--- config.mk ---
export PLATFORM = sky130hd
export DESIGN_NAME = pulse_stretcher
export DESIGN_NICKNAME = d
export VERILOG_FILES = /design/src/rtl/stopwatch_pkg.sv /design/src/rtl/sat_updown_cnt.sv /design/src/rtl/pulse_stretcher.sv
export SDC_FILE = /design/constraint.sdc
export NUM_CORES = 1
export LEC_CHECK = 0
export ABC_CLOCK_PERIOD_IN_PS = 3300
export BUFFER_PORTS_ARGS = -buffer_cell sky130_fd_sc_hd__buf_2
export CAP_MARGIN = 20
export CORE_MARGIN = 2
export CORE_UTILIZATION = 48
export DETAILED_ROUTE_END_ITERATION = 7
export PLACE_DENSITY_LB_ADDON = 0.2
export SYNTH_ARGS = -nofsm -noshare
export SYNTH_HDL_FRONTEND = slang
export SYNTH_SLANG_ARGS = --single-unit
--- constraint.sdc ---
create_clock -name i_clk -period 3.3 [get_ports i_clk]
set_clock_uncertainty 0.2 [all_clocks]
set_input_delay 0.33 -clock i_clk [delete_from_list [all_inputs] [get_ports i_clk]]
set_output_delay 0.33 -clock i_clk [all_outputs]
set_load 0.02 [all_outputs]
--- src/rtl/stopwatch_pkg.sv ---
// Shared constants for the stopwatch datapath: clock rate, derived defaults and
// the state encoding used by the pulse stretcher.
package stopwatch_pkg;

    localparam int unsigned CLK_HZ = 50_000_000;

    // Stretcher defaults: 0.5 s high, 0.25 s minimum low gap, 7 queued pulses
    localparam int unsigned STRETCH_HIGH_DEFAULT  = CLK_HZ / 2;
    localparam int unsigned STRETCH_LOW_DEFAULT   = CLK_HZ / 4;
    localparam int unsigned STRETCH_DEPTH_DEFAULT = 7;

    // Stretcher state encoding
    localparam logic [1:0] IDLE = 2'd0;
    localparam logic [1:0] HIGH = 2'd1;
    localparam logic [1:0] GAP  = 2'd2;

endpackage

--- src/rtl/sat_updown_cnt.sv ---
// Saturating up/down counter. Simultaneous inc and dec cancel; the count never
// wraps below zero or above MAX_VAL.
module sat_updown_cnt #(
    parameter int unsigned MAX_VAL = 7,
    parameter int unsigned WIDTH   = $clog2(MAX_VAL + 1)
) (
    input  logic             clk_i,
    input  logic             rst_ni,
    input  logic             inc_i,
    input  logic             dec_i,
    output logic [WIDTH-1:0] count_o,
    output logic             at_max_o,
    output logic             at_zero_o
);

    logic [WIDTH-1:0] count_q, count_d;

    assign at_max_o  = (count_q == WIDTH'(MAX_VAL));
    assign at_zero_o = (count_q == '0);
    assign count_o   = count_q;

    // Next count: step once in the requested direction unless at the limit
    always_comb begin
        count_d = count_q;
        if (inc_i && !dec_i && !at_max_o) begin
            count_d = count_q + WIDTH'(1);
        end else if (dec_i && !inc_i && !at_zero_o) begin
            count_d = count_q - WIDTH'(1);
        end
    end

    // Count register with synchronous active-low reset
    always_ff @(posedge clk_i) begin
        if (!rst_ni) begin
            count_q <= '0;
        end else begin
            count_q <= count_d;
        end
    end

endmodule

--- src/rtl/pulse_stretcher.sv ---
// Turns single-cycle request pulses into fixed-width level pulses with a
// guaranteed low gap. Requests arriving mid-pulse are queued and replayed.
module pulse_stretcher import stopwatch_pkg::*; #(
    parameter int unsigned HIGH_CYCLES = STRETCH_HIGH_DEFAULT,
    parameter int unsigned LOW_CYCLES  = STRETCH_LOW_DEFAULT,
    parameter int unsigned QUEUE_DEPTH = STRETCH_DEPTH_DEFAULT
) (
    input  logic                               i_clk,
    input  logic                               i_rst_n,
    input  logic                               i_pulse,
    input  logic                               i_clr_ovf,
    output logic                               o_level,
    output logic                               o_busy,
    output logic [$clog2(QUEUE_DEPTH+1)-1:0]   o_pending,
    output logic                               o_overflow
);

    localparam int unsigned CntMax = (HIGH_CYCLES > LOW_CYCLES) ? HIGH_CYCLES : LOW_CYCLES;
    localparam int unsigned CntW   = ($clog2(CntMax) < 1) ? 1 : $clog2(CntMax);
    localparam int unsigned PendW  = $clog2(QUEUE_DEPTH + 1);

    localparam logic [CntW-1:0] HighLoad = CntW'(HIGH_CYCLES - 1);
    localparam logic [CntW-1:0] LowLoad  = CntW'(LOW_CYCLES - 1);

    logic [1:0]      state_q, state_d;
    logic [CntW-1:0] cnt_q, cnt_d;
    logic            level_q, level_d;
    logic            busy_q, busy_d;
    logic            ovf_q, ovf_d;
    logic            pend_inc, pend_dec;
    logic            pend_full, pend_empty;
    logic            drop;

    sat_updown_cnt #(
        .MAX_VAL (QUEUE_DEPTH),
        .WIDTH   (PendW)
    ) u_pending (
        .clk_i     (i_clk),
        .rst_ni    (i_rst_n),
        .inc_i     (pend_inc),
        .dec_i     (pend_dec),
        .count_o   (o_pending),
        .at_max_o  (pend_full),
        .at_zero_o (pend_empty)
    );

    // FSM, timer and queue control; outputs are derived from the next state so
    // they register on the same edge as the transition
    always_comb begin
        state_d  = state_q;
        cnt_d    = cnt_q;
        pend_inc = 1'b0;
        pend_dec = 1'b0;
        case (state_q)
            IDLE: begin
                if (i_pulse) begin
                    state_d = HIGH;
                    cnt_d   = HighLoad;
                end
            end
            HIGH: begin
                pend_inc = i_pulse;
                if (cnt_q == '0) begin
                    state_d = GAP;
                    cnt_d   = LowLoad;
                end else begin
                    cnt_d = cnt_q - CntW'(1);
                end
            end
            GAP: begin
                pend_inc = i_pulse;
                if (cnt_q == '0) begin
                    if (!pend_empty || i_pulse) begin
                        state_d = HIGH;
                        cnt_d   = HighLoad;
                        if (!pend_empty) begin
                            pend_dec = 1'b1;
                        end else begin
                            // Empty queue: the new request is served directly
                            pend_inc = 1'b0;
                        end
                    end else begin
                        state_d = IDLE;
                    end
                end else begin
                    cnt_d = cnt_q - CntW'(1);
                end
            end
            default: begin
                state_d = IDLE;
                cnt_d   = '0;
            end
        endcase

        // A request is lost only when the queue is full and nothing leaves it
        drop    = pend_inc && !pend_dec && pend_full;
        level_d = (state_d == HIGH);
        busy_d  = (state_d != IDLE);
        ovf_d   = drop ? 1'b1 : (i_clr_ovf ? 1'b0 : ovf_q);
    end

    // State and output registers; reset overrides everything, even mid-pulse
    always_ff @(posedge i_clk) begin
        if (!i_rst_n) begin
            state_q <= IDLE;
            cnt_q   <= '0;
            level_q <= 1'b0;
            busy_q  <= 1'b0;
            ovf_q   <= 1'b0;
        end else begin
            state_q <= state_d;
            cnt_q   <= cnt_d;
            level_q <= level_d;
            busy_q  <= busy_d;
            ovf_q   <= ovf_d;
        end
    end

    assign o_level    = level_q;
    assign o_busy     = busy_q;
    assign o_overflow = ovf_q;

endmodule

Yosys cells after proc, flatten, opt, wreduce, memory -nomap -nowiden
Index checks and enable logic that the tools add are counted.

Register bits: 33. Bits in latches: 0. Bits in writable memories: 0. Memory bits (read-only): 0. Input port bits: 4. Output and inout port bits: 6. Logic and storage cells: 54. Memories kept: 0.

Add/subtract/negate cells: 3. Multiply operators: 0. Divide/modulo/power cells: 0. Order comparisons: 0. Equality and inequality tests: 6. Shift operators: 0. Mux-type cells: 22. Bitwise gates (word level): 0. Reduce and logical (&&, ||, !) cells: 17.

Operators by type and width (count): 2-to-1 mux 25 bit (4); case mux 25 bit (3 select lines) (1); logical NOT 25 bit (1); subtractor 25 x 1 -> 25 bit, second input constant (1); 2-to-1 mux 1 bit (10); 2-to-1 mux 2 bit (3); 2-to-1 mux 3 bit (2); case mux 2 bit (3 select lines) (1); nonzero test 2 bit (3); logical AND 1 bit (5); equality test 2 x 1 -> 1 bit, second input constant (2); logical NOT 1 bit (4); adder 3 x 1 -> 3 bit, second input constant (1); equality test 3 bit, second input constant (1); logical NOT 3 bit (1); != test 3 bit, second input constant (1); subtractor 3 x 1 -> 3 bit, second input constant (1); equality test 2 bit, second input constant (1); logical NOT 2 bit (1); != test 2 bit, second input constant (1); case mux 1 bit (2 select lines) (1); AND reduction 2 bit (1); logical OR 1 bit (1).

Logic depth before layout (Yosys ltp)
Depth in word-level cells: 11. Depth in mapped cells: 11. Mapped depth without buffers: 10.

Cells and area by module
Synthesis repeated with hierarchy kept, for this count alone.

Cells, all modules: 289. Area total of the unflattened synthesis: 2253.4 um^2.

Modules (own cells, without submodules): pulse_stretcher (times used 1, cells an instance 253, area each 1979.4 um^2, seq. area each 600.6 um^2); sat_updown_cnt (times used 1, cells an instance 36, area each 274.0 um^2, seq. area each 60.1 um^2).

Worst setup path before layout
OpenSTA, ideal clock, no wires.

Path kind: flip-flop to flip-flop. Start point: register cnt_q[0]. End point: register u_pending.count_q[1] (netlist: u_pending.count_o[1]). Library setup time: 0.132 ns. Arrival: 2.286 ns. Required time: 2.968 ns. Path slack: 0.682 ns. Cell stages (with the launch flop): 12. Path buffers: 1. Period minus slack after synthesis: 2.618 ns. Path through: dfxtp_1 -> inv_1 -> ha_1 -> or4b_1 -> buf_2 -> nand4b_4 -> o21ai_2 -> a21oi_2 -> inv_1 -> fa_1 -> o21ai_0 -> a21oi_1.

Cells in the longest elaborated chain, start to end: 7. Elaborated cells between the ends (all ways): 13. Classes of those cells: mux: 5; reduce/logical: 8.

Ends and longest elaborated chain: from (decl) (line pulse_stretcher.sv:26) `logic [CntW-1:0] cnt_q, cnt_d;`; from (signal assigned) (line pulse_stretcher.sv:112) `cnt_q <= cnt_d;`; logical NOT 25 bit * (line pulse_stretcher.sv:72) `if (cnt_q == '0) begin`; 2-to-1 mux 1 bit (line pulse_stretcher.sv:72); 2-to-1 mux 1 bit (line pulse_stretcher.sv:54) `case (state_q)`; logical NOT 1 bit (line sat_updown_cnt.sv:25) `if (inc_i && !dec_i && !at_max_o) begin`; logical AND 1 bit * (2 in series) (line sat_updown_cnt.sv:25); 2-to-1 mux 3 bit * (line sat_updown_cnt.sv:25); net u_pending.count_d[1] (line sat_updown_cnt.sv:16) `logic [WIDTH-1:0] count_q, count_d;`; to (signal assigned) (line sat_updown_cnt.sv:37) `count_q <= count_d;`; to (decl) (line sat_updown_cnt.sv:16).

The timed path passes the listed nets; every way through them passes the cells marked *. A chain may end at the register's enable or synchronous reset.

Final worst setup path
Ends and elaborated chain as after synthesis.

==> flow_metrics.env <==
export IMPL_yosysTopAreaCell="dfxtp_1"
export IMPL_synth_most_common_cell="nor2_1"
export IMPL_numCtsBuffers=5
export IMPL_ant_nets=0
export IMPL_multi_input_area_um2=1360
export IMPL_n_antenna_cell=0
export IMPL_fillCellCount=396
export IMPL_ctsResizeCount=0
export IMPL_nets=281
export IMPL_slew_limit_headroom_pct=55.8
export IMPL_synthFlopType="dfxtp_1"
export IMPL_intPower_uw=734
export IMPL_h_tree_depth=2
export IMPL_final_setup_tns_ps=0
export IMPL_cp_start_kind="flip-flop"
export IMPL_finalPower_uw=1120
export IMPL_grt_overflow=0
export IMPL_async_reset_ff_share_pct=0
export IMPL_finalCritPeriodShare_pct=87.7
export IMPL_drt_initial_drc_count=137
export IMPL_swShare_pct=34.3
export IMPL_vias=2035
export IMPL_postCtsHoldBufs=0
export IMPL_status="completed"
export IMPL_period_needed_ps=2890
export IMPL_register_area_um2=661
export IMPL_cts_sinks=33
export IMPL_ir_drop_mv=0.284
export IMPL_synth_seq_area_share_pct=31.4
export IMPL_synth_edf_count=0
export IMPL_drt_first_pass_iters=4
export IMPL_rsz0062_at_grt="no"
export IMPL_core_area_um2=4290
export IMPL_grt_pass1_wl_mm=9.29
export IMPL_grt_pass1_vias=1893
export IMPL_synth_warnings=0
export IMPL_cp_arrival_ps=2850
export IMPL_min_path_type="in -> reg"
export IMPL_dp_hpwl_mm=4.02
export IMPL_synth_area_leaders="dfxtp_1, nor2_1, a21oi_1"
export IMPL_slew_viol_final=0
export IMPL_cts_setup_buffers=0
export IMPL_pwr_share_clk_pct=30.6
export IMPL_initial_core_util_pct=49.0
export IMPL_final_setup_viol_count=0
export IMPL_fmax_mhz=345
export IMPL_crit_fanout=7
export IMPL_hold_violations=0
export IMPL_place_congestion=0.893
export IMPL_ys_top_cells_by_count="nor2_1, dfxtp_1, a21oi_1"
export IMPL_leakagePower_uw=0.000852
export IMPL_synth_cells=260
export IMPL_syn_area_per_cell_um2=8.08
export IMPL_p_seq_share_pct=41.9
export IMPL_grt_total_usage_pct=23.8
export IMPL_insertion_delay_ps=290
export IMPL_cts_buffer_depth=2
export IMPL_switching_power_uw=383
export IMPL_ys_types=63
export IMPL_drv_cap=0
export IMPL_area_growth_pct=9.58
export IMPL_wire_per_inst_um=16.8
export IMPL_syn_num_nets=270
export IMPL_path_clk_slew_ps=70
export IMPL_fin_util_pct=53.6
export IMPL_worstMarginPinSlew_ps=657
export IMPL_tritoncts="done"
export IMPL_drc=0
export IMPL_antenna_found_initial=0
export IMPL_clock_root_buffer="clkbuf_8"
export IMPL_drive_gt1_share_pct=14.3
export IMPL_worstSetupPathType="reg -> reg"
export IMPL_io_pin_count=10
export IMPL_fp_dieArea_um2=4920
export IMPL_combPwrFrac_pct=27.5
export IMPL_port_buffers=9
export IMPL_synth_area_um2=2100
export IMPL_crit_path_end_kind="flip-flop"
export IMPL_die_h_um=70.2
export IMPL_synth_seq_cells=33
export IMPL_powerDensity_nw_per_um2=485
export IMPL_yosysTopAreaCellShare_pct=31.4
export IMPL_vias_per_cell=6.28
export IMPL_rows=24
export IMPL_routed_wl_mm=5.45
export IMPL_grt_max_degree=21
export IMPL_die_w_um=70.2
export IMPL_required_ps=3250
[path summary, 6_finish.rpt]
check | start | to | slack (ps) | depth (start not counted)
min | i_clr_ovf | o_overflow | 170 | 3
min reg2reg | cnt_q[20] | cnt_q[20] | 290 | 2
max | cnt_q[0] | u_pending.count_o[1] | 410 | 10
max reg2reg | cnt_q[0] | u_pending.count_o[1] | 410 | 10
[sequential cells by signal (all words and copies together), names as in the netlist]
name,count
cnt_q,25
o_busy,1
o_level,1
o_overflow,1
state_q,2
u_pending.count_o,3
[final cells by class]
cell class,count,area share [%]
Sequential cell,33,28.7
Multi-Input combinational cell,209,59.2
Timing Repair Buffer,14,3.59
Inverter,8,1.30
Clock buffer,7,4.18
Tap cell,52,2.82
Clock inverter,1,0.217
[placed cells by master (no fill, tap or decap), drive strengths merged, types with 4 or more instances in the layout]
master | netlist | final
nand2 | 15 | 15
a21oi | 25 | 25
dfxtp | 33 | 33
inv | 8 | 8
nor4 | 5 | 5
o21ai | 14 | 14
or3 | 4 | 4
clkbuf | 7 | 7
nand3 | 5 | 5
buf | 3 | 14
nor2 | 38 | 38
nor3 | 21 | 21
o31ai | 4 | 4
xor2 | 6 | 6
a31oi | 4 | 4
o22ai | 6 | 6
nand4 | 4 | 4
ha | 5 | 5
[worst max-delay path, cell delays in order (launching register included)]
cell and delay, ps:
dfxtp_1 350, inv_1 90, ha_1 180, or4b_1 580
nand4b_4 300, o21ai_2 270, a21oi_2 130, inv_1 80
fa_1 400, o21ai_0 90, a21oi_1 80
[power groups by stage]
| stage | clock, µW | sequential, µW | combinational (µW) |
|---|---|---|---|
| detailed placement | 0 | 476 | 302 |
| global route | 361 | 473 | 338 |
| floorplan | 0 | 471 | 233 |
| CTS | 352 | 467 | 303 |
| finish | 342 | 468 | 307 |
| global placement | 0 | 476 | 300 |
[routing by layer]
| metal | track usage [%] | part of all wire (%) |
|---|---|---|
| met1 | 32.0 | 48 |
| met2 | 36.1 | 45 |
| met3 | 5.63 | 4.9 |
| met4 | 11.3 | 2.8 |
| met5 | 0 | 0 |
[logic make-up after synthesis]
family | after synthesis | share of synthesized area (%)
AND/OR/NAND/NOR | 117 | 31.3
flip-flops | 33 | 31.4
adder cells (fa/ha/maj) | 6 | 3.93
buffers and inverters | 18 | 3.69
XOR/XNOR | 8 | 3.33
AO/OA/AOI/OAI | 75 | 24.9
multiplexers | 3 | 1.43
[through the flow]
step	instances	area (µm²)	setup slack [ps]	hold WS, ps
2_1_floorplan	260	2100	682	254
3_3_place_gp	316	2200	523	272
3_5_place_dp	316	2200	457	283
4_1_cts	324	2300	448	170
5_1_grt	324	2300	208	182
6_report	324	2300	405	173
Power figures use the tool's default switching activity.
